==> config.mk <==
export PLATFORM = sky130hd
export DESIGN_NAME = lsu_bus_master_flat
export DESIGN_NICKNAME = d
export VERILOG_FILES = /design/src/rtl/lsu_bus_master_if.sv /design/src/rtl/lsu_bus_master.sv /design/src/flat_wrapper.sv
export SDC_FILE = /design/constraint.sdc
export NUM_CORES = 1
export LEC_CHECK = 0
export ABC_AREA = 1
export BUFFER_PORTS_ARGS = -buffer_cell sky130_fd_sc_hd__buf_2
export CORE_AREA = 2 2 119 121
export CTS_CLUSTER_SIZE = 20
export DETAILED_ROUTE_END_ITERATION = 16
export DIE_AREA = 0 0 121 123
export PLACE_DENSITY = 0.75
export SKIP_CTS_REPAIR_TIMING = 1
export SLEW_MARGIN = 10
export SYNTH_ARGS = -nofsm -noshare
export SYNTH_HDL_FRONTEND = slang
export SYNTH_SLANG_ARGS = --single-unit
export TNS_END_PERCENT = 50
==> constraint.sdc <==
create_clock -name clk -period 1.86 [get_ports clk]
set_input_delay 0.093 -clock clk [delete_from_list [all_inputs] [get_ports clk]]
set_output_delay 0.093 -clock clk [all_outputs]
set_load 0.02 [all_outputs]
==> src/rtl/lsu_bus_master_if.sv <==
// Data-memory port between the LSU (master) and the memory (slave).
interface lsu_bus_master_if #(parameter int WIDTH = 32);
  logic               mem_valid;
  logic               mem_ready;
  logic               mem_we;
  logic [WIDTH-1:0]   mem_addr;
  logic [WIDTH-1:0]   mem_wdata;
  logic [WIDTH/8-1:0] mem_wstrb;
  logic               mem_rvalid;
  logic [WIDTH-1:0]   mem_rdata;

  modport master (
    output mem_valid, mem_we, mem_addr, mem_wdata, mem_wstrb,
    input  mem_ready, mem_rvalid, mem_rdata
  );
  modport slave (
    input  mem_valid, mem_we, mem_addr, mem_wdata, mem_wstrb,
    output mem_ready, mem_rvalid, mem_rdata
  );
endinterface

==> src/rtl/lsu_bus_master.sv <==
// Single-outstanding load/store initiator: aligns EXU requests onto the word bus with
// byte strobes and returns extended load data, with misalign and timeout errors.
module lsu_bus_master #(
  parameter int WIDTH          = 32,
  parameter int TIMEOUT_CYCLES = 255
) (
  input  logic             clk,
  input  logic             rst,
  input  logic             req_valid,
  output logic             req_ready,
  input  logic             req_we,
  input  logic [2:0]       req_op,
  input  logic [WIDTH-1:0] req_addr,
  input  logic [WIDTH-1:0] req_wdata,
  output logic             resp_valid,
  input  logic             resp_ready,
  output logic [WIDTH-1:0] resp_rdata,
  output logic             resp_err,
  lsu_bus_master_if.master mem
);
  typedef enum logic [1:0] {IDLE, REQ, WAIT, RESP} state_t;

  state_t           state_q, state_d;
  logic [2:0]       op_q;
  logic [1:0]       lo_q;
  logic             we_q;
  logic [7:0]       cnt_q;
  logic [WIDTH-1:0] addr_q, wdata_q, rdata_q;
  logic [3:0]       wstrb_q;
  logic             mem_we_q, err_q;

  logic             bad, timeout, got_rsp;
  logic [3:0]       strb_n;
  logic [WIDTH-1:0] wd_n, lane, ext;

  always_comb begin
    bad = 1'b0;
    case (req_op)
      3'b000, 3'b100: bad = 1'b0;
      3'b001, 3'b101: bad = req_addr[0];
      3'b010:         bad = (req_addr[1:0] != 2'b00);
      default:        bad = 1'b1;
    endcase
  end

  always_comb begin
    strb_n = 4'b1111;
    wd_n   = req_wdata;
    case (req_op[1:0])
      2'b00: begin strb_n = 4'b0001 << req_addr[1:0];        wd_n = {4{req_wdata[7:0]}};  end
      2'b01: begin strb_n = 4'b0011 << {req_addr[1], 1'b0};  wd_n = {2{req_wdata[15:0]}}; end
      default: ;
    endcase
  end

  // Load data is shifted down to the addressed lane before extension.
  always_comb begin
    lane = mem.mem_rdata >> {lo_q, 3'b000};
    ext  = lane;
    case (op_q)
      3'b000:  ext = {{24{lane[7]}},  lane[7:0]};
      3'b100:  ext = {24'b0,          lane[7:0]};
      3'b001:  ext = {{16{lane[15]}}, lane[15:0]};
      3'b101:  ext = {16'b0,          lane[15:0]};
      default: ext = lane;
    endcase
  end

  assign timeout = (cnt_q >= 8'(TIMEOUT_CYCLES - 1));
  assign got_rsp = (state_q == WAIT) && mem.mem_rvalid;

  always_comb begin
    state_d = state_q;
    case (state_q)
      IDLE: if (req_valid) state_d = bad ? RESP : REQ;
      REQ:  if (timeout) state_d = RESP;
            else if (mem.mem_ready) state_d = WAIT;
      WAIT: if (mem.mem_rvalid || timeout) state_d = RESP;
      RESP: if (resp_ready) state_d = IDLE;
      default: state_d = IDLE;
    endcase
  end

  always_ff @(posedge clk) begin
    if (rst) state_q <= IDLE;
    else     state_q <= state_d;
  end

  always_ff @(posedge clk) begin
    if (rst) begin
      op_q <= '0; lo_q <= '0; we_q <= 1'b0; cnt_q <= '0;
      addr_q <= '0; wdata_q <= '0; wstrb_q <= '0; mem_we_q <= 1'b0;
      rdata_q <= '0; err_q <= 1'b0;
    end else begin
      case (state_q)
        IDLE: if (req_valid) begin
          op_q    <= req_op;
          lo_q    <= req_addr[1:0];
          we_q    <= req_we;
          cnt_q   <= '0;
          err_q   <= bad;
          rdata_q <= '0;
          // Rejected requests never touch the bus registers.
          if (!bad) begin
            addr_q   <= {req_addr[WIDTH-1:2], 2'b00};
            mem_we_q <= req_we;
            wstrb_q  <= req_we ? strb_n : 4'b0000;
            wdata_q  <= wd_n;
          end
        end
        REQ, WAIT: begin
          cnt_q <= cnt_q + 8'd1;
          if (state_d == RESP) begin
            err_q   <= !got_rsp;
            rdata_q <= (got_rsp && !we_q) ? ext : '0;
          end
        end
        default: ;
      endcase
    end
  end

  assign req_ready     = (state_q == IDLE);
  assign resp_valid    = (state_q == RESP);
  assign resp_rdata    = rdata_q;
  assign resp_err      = err_q;
  assign mem.mem_valid = (state_q == REQ);
  assign mem.mem_we    = mem_we_q;
  assign mem.mem_addr  = addr_q;
  assign mem.mem_wdata = wdata_q;
  assign mem.mem_wstrb = wstrb_q;
endmodule

==> src/flat_wrapper.sv <==
// flat-port wrapper written by rule: the top's interface ports become plain ports
module lsu_bus_master_flat 
#(
  parameter int WIDTH          = 32,
  parameter int TIMEOUT_CYCLES = 255
)
  (clk, rst, req_valid, req_ready, req_we, req_op, req_addr, req_wdata, resp_valid, resp_ready, resp_rdata, resp_err, mem_mem_valid, mem_mem_we, mem_mem_addr, mem_mem_wdata, mem_mem_wstrb, mem_mem_ready, mem_mem_rvalid, mem_mem_rdata);
  lsu_bus_master_if #(.WIDTH(WIDTH)) mem_i ();
  input  logic clk;
  input  logic rst;
  input  logic req_valid;
  output logic req_ready;
  input  logic req_we;
  input  logic [2:0] req_op;
  input  logic [WIDTH-1:0] req_addr;
  input  logic [WIDTH-1:0] req_wdata;
  output logic resp_valid;
  input  logic resp_ready;
  output logic [WIDTH-1:0] resp_rdata;
  output logic resp_err;
  output wire logic [$bits(mem_i.mem_valid)-1:0] mem_mem_valid;
  output wire logic [$bits(mem_i.mem_we)-1:0] mem_mem_we;
  output wire logic [$bits(mem_i.mem_addr)-1:0] mem_mem_addr;
  output wire logic [$bits(mem_i.mem_wdata)-1:0] mem_mem_wdata;
  output wire logic [$bits(mem_i.mem_wstrb)-1:0] mem_mem_wstrb;
  input wire logic [$bits(mem_i.mem_ready)-1:0] mem_mem_ready;
  input wire logic [$bits(mem_i.mem_rvalid)-1:0] mem_mem_rvalid;
  input wire logic [$bits(mem_i.mem_rdata)-1:0] mem_mem_rdata;
  assign mem_mem_valid = mem_i.mem_valid;
  assign mem_mem_we = mem_i.mem_we;
  assign mem_mem_addr = mem_i.mem_addr;
  assign mem_mem_wdata = mem_i.mem_wdata;
  assign mem_mem_wstrb = mem_i.mem_wstrb;
  assign mem_i.mem_ready = mem_mem_ready;
  assign mem_i.mem_rvalid = mem_mem_rvalid;
  assign mem_i.mem_rdata = mem_mem_rdata;
  lsu_bus_master #(.WIDTH(WIDTH), .TIMEOUT_CYCLES(TIMEOUT_CYCLES)) u_core (.clk(clk), .rst(rst), .req_valid(req_valid), .req_ready(req_ready), .req_we(req_we), .req_op(req_op), .req_addr(req_addr), .req_wdata(req_wdata), .resp_valid(resp_valid), .resp_ready(resp_ready), .resp_rdata(resp_rdata), .resp_err(resp_err), .mem(mem_i));
endmodule
==> out/results.ini, run 1 <==
[worst_setup_path]
crit_cells = 13
endpoint = u_core.resp_rdata[11]$_SDFFE_PP0P_
setup.worst_path.start = u_core.state_q[0]$_SDFF_PP0_
rrSetupSlack_ns = 0.02
worstSetupStartpointType = flip-flop
path_delay_family = simple AND/OR/NAND/NOR gates
worstSetupEndpointType = flip-flop
worstPathRequired_ns = 2.17
r2r_end = u_core.resp_rdata[11]$_SDFFE_PP0P_
crit_chain = buf_6 -> ha_4 -> inv_1 -> o21ai_1 -> nand2_1 -> nand2_2 -> nor2_4 -> nor2_4 -> buf_12 -> nand2_8 -> buf_6 -> a21oi_1 -> nor2_1
timing.rr.start = u_core.state_q[0]$_SDFF_PP0_
slowest_stage = dfxtp_2
worst_ep_arrival_time_ns = 2.15
critical_path_buf_inv_count = 4
crit_path_max_incr_delay_ns = 0.34
crit_fanout = 8
critPathKind = reg -> reg
rr_worst_depth = 13

[synth]
synth_flop_cell = dfxtp_1
yosys.area_share.adder_pct = 1.261
ys_warn_count = 0
synthesis.instances = 892
synthSimpleGateAreaFrac_pct = 30.14
synthMuxAreaShare_pct = 0
synthArstFlopShare_pct = 0
synth_xor_area_share_pct = 0.2942
synth_compound_area_share_pct = 18.64
synth_edf_count = 0
synth_area_um2 = 5953
synth_cell_types = 31
synth_top_family_by_area = simple AND/OR/NAND/NOR gates
ys_ff_latch = 116
synth_area_per_cell_um2 = 6.674
ys_seq_area_share_pct = 39.01

[routing]
wl_um = 19600
first_pass_iters = 5
drc_errors = 0
antenna_left = 0
drt_iter0_markers = 528
avgViaCountPerCell = 5.202
avgRoutedWirePerCell_um = 14.81
num_vias = 6887

[sta]
post-route-period-util_pct = 99.01
worst_pin_slew_ns = 0.7524
finalHoldViolations = 2
whs_ns = -0.007224
setup_tns_ns = 0
slew_violations = 0
maxSlewHeadroom_pct = 49.84
setup_ws_ns = 0.01836
skew_ns = 0.007003
layout_min_cycle_time_ns = 1.842
setup_violations = 0
max_clock_freq_mhz = 543.0
rsz0062_at_grt = yes

[clock_tree]
cts_tree = done
cts-root-buf = clkbuf_16
insertion_delay_ns = 0.42
htreeDepth = 4
cts-buffers-inserted = 17
clock_sinks = 116
clockBufferDepth = 2
clk_pin_slew_ns = 0.06

[final_layout]
final_common_cell = nand2_1
mostFrequentLayoutCells = 216 x nand2_1, 208 x buf_2, 146 x a21oi_1
drive_gt1_share_pct = 29.81
diodes = 0
post-route-cell-area_um2 = 8452
fin_nets = 1243
nFillCells = 1217
final-instance-count-excl-fill = 1324
area_delta_synth_final_pct = 41.97

[global_routing]
grt_pass1_wl_um = 28660
grt_pass1_vias = 5990
antenna_found_initial = 2
grt_max_degree = 73
grt_usage_pct = 24.21
overflow = 0

[floorplanning]
die_x_um = 121
die_h_um = 123
ioPinCount = 211
dieArea_um2 = 14880
core_area_um2 = 13610
start_util_pct = 43.74
row_count = 43

[run_status]
outcome = complete, but fails checks
violations = hold timing

[min_path]
worstHoldStart = req_wdata[0]
hp-class = in -> reg

[pwr]
leakage_nw = 4.149
ir_worst_vdd_v = 0.0005840
p_per_area_nw_per_um2 = 1141

[placed_design]
gp_congestion = 0.9179
place_area_um2 = 7169
io_buffers = 208
detailed_place_hpwl_um = 12640
dp_cells = 1242
dp_slack_ns = -0.01954

[run]
drv_cap = 0

## cell families after synthesis
group	Yosys count
other	1
AO/OA/AOI/OAI	209
AND/OR/NAND/NOR	418
adder cells (fa/ha/maj)	6
buffers and inverters	140
flip-flops	116
XOR/XNOR	2
## cell usage after synthesis, types with 7 or more instances
master,n,area (um^2)
a21oi_1,153,765.7
a311oi_1,8,70.07
buf_2,23,115.1
buf_6,7,78.83
clkbuf_1,28,105.1
dfxtp_1,116,2322
inv_1,65,244.0
nand2_1,219,822.0
nand3_1,93,465.5
nand3_2,12,120.1
nor2_1,82,307.8
o21ai_0,38,190.2
## layer usage
metal | track usage (%) | wire length, um | vias up
li1 | - | - | 3397
met1 | 29.58 | 8044 | 3148
met2 | 40.20 | 9355 | 308
met3 | 8.072 | 1892 | 30
met4 | 7.994 | 289 | 4
met5 | 0 | 21 | -
## power by group
group | internal (W) | switching (W) | total, W
combinational | 0.00141 | 0.00215 | 0.00356
sequential | 0.00285 | 0.000214 | 0.00306
clock | 0.00182 | 0.00120 | 0.00302
total | 0.00608 | 0.00357 | 0.00965
## area by class of cell
| cell class | instances | area (um^2) | area share, % |
|---|---|---|---|
| clock inverters | 14 | 113.9 | 1.347 |
| repair buffers | 287 | 1899 | 22.47 |
| multi-input cells | 638 | 3184 | 37.68 |
| inverters | 71 | 271.5 | 3.212 |
| flip-flops and latches | 116 | 2328 | 27.55 |
| clock buffers | 18 | 429.2 | 5.078 |
| well taps | 180 | 225.2 | 2.665 |
## tightest hold or removal path, delay by kind of cell
kind	cells	cell delay, ns
AND/OR/NAND/NOR	1	0.08
AO/OA/AOI/OAI	1	0.06
buffers and inverters	1	0.13
## sequential cells by signal, summed over array words and instances, names as in the netlist
signal,count
u_core.mem.mem_addr,30
u_core.cnt_q,8
u_core.mem.mem_wdata,32
u_core.op_q,3
u_core.lo_q,2
u_core.resp_rdata,32
u_core.state_q,2
u_core.mem.mem_wstrb,4
u_core.mem.mem_we,1
u_core.resp_err,1
u_core.we_q,1
## worst min-delay path by stage
stage | slack [ns] | cells past startpoint | endpoint
finish | -0.007 | 3 | u_core.mem.mem_wdata[0]$_SDFFE_PP0P_
global route | 0.002 | 3 | u_core.mem.mem_wdata[0]$_SDFFE_PP0P_
CTS | -0.08 | 3 | u_core.mem.mem_addr[15]$_SDFFE_PP0P_
detailed placement | 0.37 | 3 | u_core.mem.mem_addr[12]$_SDFFE_PP0P_
global placement | 0.37 | 3 | u_core.mem.mem_addr[12]$_SDFFE_PP0P_
floorplan | 0.26 | 2 | u_core.op_q[0]$_SDFFE_PP0P_
## metrics by stage
step           power, W  utilization, %
2_1_floorplan  0.005237               -
3_3_place_gp   0.006117           52.67
3_5_place_dp   0.006166           52.67
4_1_cts        0.009196           56.66
5_1_grt         0.01020           62.09
6_report       0.009647           62.09
No activity file was read; power rests on OpenSTA's default activity.
==> run 2: changes to the inputs <==
Settings changed: SETUP_SLACK_MARGIN set to 0.02.
==> out/results.ini, run 2 (synthesis results as in run 1) <==
[run_status]
outcome = complete, but fails checks
violations = hold timing

[routing]
avgViaCountPerCell = 5.216
first_pass_iters = 5
drt_iter0_markers = 597
wl_um = 19590
avgRoutedWirePerCell_um = 14.85
drc_errors = 0
antenna_left = 0
num_vias = 6880

[worst_setup_path]
crit_cells = 13
slowest_stage = dfxtp_4
rr_worst_depth = 13
path_delay_family = simple AND/OR/NAND/NOR gates
critPathKind = reg -> reg
worstPathRequired_ns = 2.17
r2r_end = u_core.resp_rdata[14]$_SDFFE_PP0P_
rrSetupSlack_ns = 0.05
crit_fanout = 8
crit_chain = buf_6 -> ha_4 -> nand2_1 -> nand2_1 -> a21oi_1 -> nand2_1 -> nand2_1 -> nand2_4 -> nand2_8 -> clkbuf_16 -> nand3_2 -> nand2_1 -> nor2_1
crit_top_cell = nand2_1
timing.rr.start = u_core.state_q[1]$_SDFF_PP0_
worstSetupStartpointType = flip-flop
worstSetupEndpointType = flip-flop
crit_path_max_incr_delay_ns = 0.37
critical_path_buf_inv_count = 2
worst_ep_arrival_time_ns = 2.12

[pwr]
switching_share_pct = 37.10
pwr-share-clk_pct = 31.5
p_int_w = 0.006045
pwr-share-seq_pct = 31.9
leakage_nw = 4.127
ir_worst_vdd_v = 0.0005759
comb_power_share_pct = 36.6
p_per_area_nw_per_um2 = 1140
p_sw_w = 0.003565

[final_layout]
nFillCells = 1212
final-instance-count-excl-fill = 1319
final_util_pct = 61.92
drive_gt1_share_pct = 29.76
final_common_cell = nand2_1
area_delta_synth_final_pct = 41.57
fin_nets = 1238
diodes = 0
mostFrequentLayoutCells = 217 x nand2_1, 208 x buf_2, 137 x a21oi_1

[global_routing]
antenna_found_initial = 2
grt_max_degree = 73
grt_pass1_vias = 5990
grt_usage_pct = 24.21
grt_pass1_wl_um = 28660
overflow = 0

[floorplanning]
dieArea_um2 = 14880
row_count = 43
core_area_um2 = 13610
die_h_um = 123
die_x_um = 121
start_util_pct = 43.74
ioPinCount = 211

[placed_design]
io_buffers = 208
dp_cells = 1242
gp_congestion = 0.9179
detailed_place_hpwl_um = 12640

[sta]
rsz0062_at_grt = yes
slew_violations = 0
setup_violations = 0
finalHoldViolations = 2
whs_ns = -0.006859
maxSlewHeadroom_pct = 49.96
worst_pin_slew_ns = 0.7507
post-route-period-util_pct = 97.47
max_clock_freq_mhz = 551.6
skew_ns = 0.006450
layout_min_cycle_time_ns = 1.813

[clock_tree]
cts-buffers-inserted = 17
clock_sinks = 116
clockBufferDepth = 2
clk_pin_slew_ns = 0.06
htreeDepth = 4
insertion_delay_ns = 0.42
cts_tree = done
cts-root-buf = clkbuf_16

[min_path]
worstHoldStart = req_wdata[0]
hp-class = in -> reg
worstHoldEndpoint = u_core.mem.mem_wdata[0]$_SDFFE_PP0P_
holdPathStages = 3

[run]
drv_cap = 0

==> run 2: how the worst max path moves through the flow <==
stage,start,end
after floorplan,u_core.state_q[0]$_SDFF_PP0_,u_core.resp_rdata[21]$_SDFFE_PP0P_
after global placement,u_core.state_q[0]$_SDFF_PP0_,u_core.resp_rdata[9]$_SDFFE_PP0P_
after detailed placement,u_core.state_q[0]$_SDFF_PP0_,u_core.resp_rdata[1]$_SDFFE_PP0P_
after CTS,u_core.state_q[0]$_SDFF_PP0_,u_core.resp_rdata[1]$_SDFFE_PP0P_
after global routing,u_core.cnt_q[0]$_SDFFE_PP0P_,u_core.resp_rdata[14]$_SDFFE_PP0P_
final,u_core.state_q[1]$_SDFF_PP0_,u_core.resp_rdata[14]$_SDFFE_PP0P_
==> run 2: tightest hold or removal path: cells and delay by family <==
family	cells	cell delay, ns
AND/OR/NAND/NOR	1	0.08
buffers and inverters	1	0.13
AO/OA/AOI/OAI	1	0.06
==> run 2: power groups by stage <==
stage | logic (W) | registers (W) | clock network [W]
global route | 0.00385 | 0.00311 | 0.00319
detailed placement | 0.00307 | 0.00310 | 0
finish | 0.00352 | 0.00307 | 0.00302
CTS | 0.00308 | 0.00305 | 0.00307
floorplan | 0.00178 | 0.00346 | 0
global placement | 0.00303 | 0.00309 | 0
==> run 2: cell type report <==
type,count,area (um^2),area share (%)
multi-input cells,638,3204,38.02
flip-flops and latches,116,2328,27.63
repair buffers,282,1853,21.99
clock buffers,18,429.2,5.092
inverters,71,274.0,3.251
well taps,180,225.2,2.672
clock inverters,14,113.9,1.351
==> run 2: stage by stage <==
stage | cell area [um^2] | setup WS, ns | hold slack, ns | TNS [ns] | power (W)
after detailed placement | 7169 | -0.01954 | 0.3734 | -0.05327 | 0.006166
after CTS | 7712 | -0.03187 | -0.07535 | -0.3580 | 0.009196
after global routing | 8428 | -0.009720 | 0.002285 | -0.02711 | 0.01015
after global placement | 7169 | 0.05838 | 0.3669 | 0 | 0.006117
final | 8428 | 0.04705 | -0.006859 | 0 | 0.009610
after floorplan | 5959 | 0.03904 | 0.2562 | 0 | 0.005237
==> run 2: per-layer routing <==
| layer | part of all wire, % | global-route usage (%) |
|---|---|---|
| met2 | 48 | 40.20 |
| met4 | 1.4 | 7.994 |
| met5 | 0.11 | 0 |
| met1 | 41 | 29.58 |
| met3 | 9.2 | 8.072 |
==> run 3: changes to the inputs <==
Settings changed: CAP_MARGIN set to 10, PLACE_DENSITY 0.75 to not set, PLACE_DENSITY_LB_ADDON set to 0.3, TNS_END_PERCENT 50 to 20.
==> out/results.ini, run 3 (synthesis results as in run 1) <==
[sta]
worst_pin_slew_ns = 0.7699
finalHoldViolations = 0
rsz0062_at_grt = yes
max_clock_freq_mhz = 545.2
layout_min_cycle_time_ns = 1.834
maxSlewHeadroom_pct = 48.68
setup_violations = 0
skew_ns = 0.005951
slew_violations = 0
post-route-period-util_pct = 98.61

[pwr]
p_per_area_nw_per_um2 = 1152
power_w = 0.009922
leakage_nw = 4.184
ir_worst_vdd_v = 0.0006592

[worst_setup_path]
worstSetupStartpointType = flip-flop
critPathKind = reg -> reg
crit_fanout = 7
worstSetupEndpointType = flip-flop
worst_ep_arrival_time_ns = 2.14
worstPathRequired_ns = 2.17
rrSetupSlack_ns = 0.03

[run_status]
outcome = finished, final reports clean

[final_layout]
nFillCells = 1201
multiInputGateArea_um2 = 3258
area_delta_synth_final_pct = 44.62
drive_gt1_share_pct = 30.97
final_common_cell = nand2_1
mostFrequentLayoutCells = 216 x nand2_1, 208 x buf_2, 126 x a21oi_1
seqCellArea_um2 = 2330
fin_nets = 1242
diodes = 0
final-instance-count-excl-fill = 1323

[clock_tree]
htreeDepth = 4
cts-buffers-inserted = 17
cts_tree = done
clock_sinks = 116
clockBufferDepth = 2
cts-root-buf = clkbuf_16
clk_pin_slew_ns = 0.06
insertion_delay_ns = 0.42

[floorplanning]
ioPinCount = 211
start_util_pct = 43.74
row_count = 43
die_h_um = 123
dieArea_um2 = 14880
die_x_um = 121
core_area_um2 = 13610

[routing]
antenna_left = 0
avgRoutedWirePerCell_um = 14.84
drc_errors = 0
drt_iter0_markers = 520
num_vias = 6842
first_pass_iters = 5
wl_um = 19630
avgViaCountPerCell = 5.172

[global_routing]
grt_pass1_vias = 5912
grt_max_degree = 73
grt_pass1_wl_um = 28570
antenna_found_initial = 1
overflow = 0
grt_usage_pct = 24.14

[run]
drv_cap = 0

[min_path]
hp-class = in -> reg

[placed_design]
dp_cells = 1243
detailed_place_hpwl_um = 12510
gp_congestion = 0.8866
io_buffers = 208

[run 3: cell type report]
class                   instances  area share, %
clock buffers                  17          4.941
clock inverters                15          1.846
inverters                      71          3.241
multi-input cells             638          37.84
flip-flops and latches        116          27.06
well taps                     180          2.616
repair buffers                286          22.45
[run 3: final timing paths]
kind / from / to / cells past startpoint
worst max-delay path: u_core.state_q[0]$_SDFF_PP0_ / u_core.resp_rdata[0]$_SDFFE_PP0P_ / 10
worst min register to register: u_core.mem.mem_wdata[16]$_SDFFE_PP0P_ / u_core.mem.mem_wdata[16]$_SDFFE_PP0P_ / 2
worst max register to register: u_core.state_q[0]$_SDFF_PP0_ / u_core.resp_rdata[0]$_SDFFE_PP0P_ / 10
worst min-delay path: req_addr[0] / u_core.lo_q[0]$_SDFFE_PP0P_ / 3
[run 3: worst max-delay path: stages (launching register included)]
cell and delay [ns]:
dfxtp_4 0.38, inv_4 0.06, ha_4 0.29, inv_4 0.05, o21ai_4 0.14, inv_2 0.08, nor2_4 0.19, nand2_4 0.15
clkbuf_16 0.20, a21oi_2 0.13, nor2_1 0.06
[run 3: routing by layer]
layer | part of all wire [%] | up-vias | GRT usage, %
li1 | - | 3392 | -
met1 | 41 | 3118 | 30.48
met2 | 48 | 303 | 38.62
met3 | 9.8 | 27 | 8.625
met4 | 1.4 | 2 | 7.631
met5 | 0.066 | - | 0
[run 3: per-stage QoR]
stage / hold WS, ns / setup TNS, ns / util (%) / worst slack (ns) / area (um^2)
2_1_floorplan: 0.2562 / 0 / - / 0.03904 / 5959
3_3_place_gp: 0.3658 / -0.06516 / 52.82 / -0.06516 / 7189
4_1_cts: -0.07280 / -0.09295 / 57.11 / -0.09295 / 7774
6_report: 0.01324 / 0 / 63.25 / 0.02587 / 8610
3_5_place_dp: 0.3722 / -0.06264 / 52.82 / -0.06264 / 7189
5_1_grt: 0.02917 / -0.7963 / 63.25 / -0.06773 / 8610
[run 3: report_power, final]
group	switching [W]	internal, W
Clock	0.00125	0.00198
Combinational	0.00219	0.00144
Sequential	0.000214	0.00285
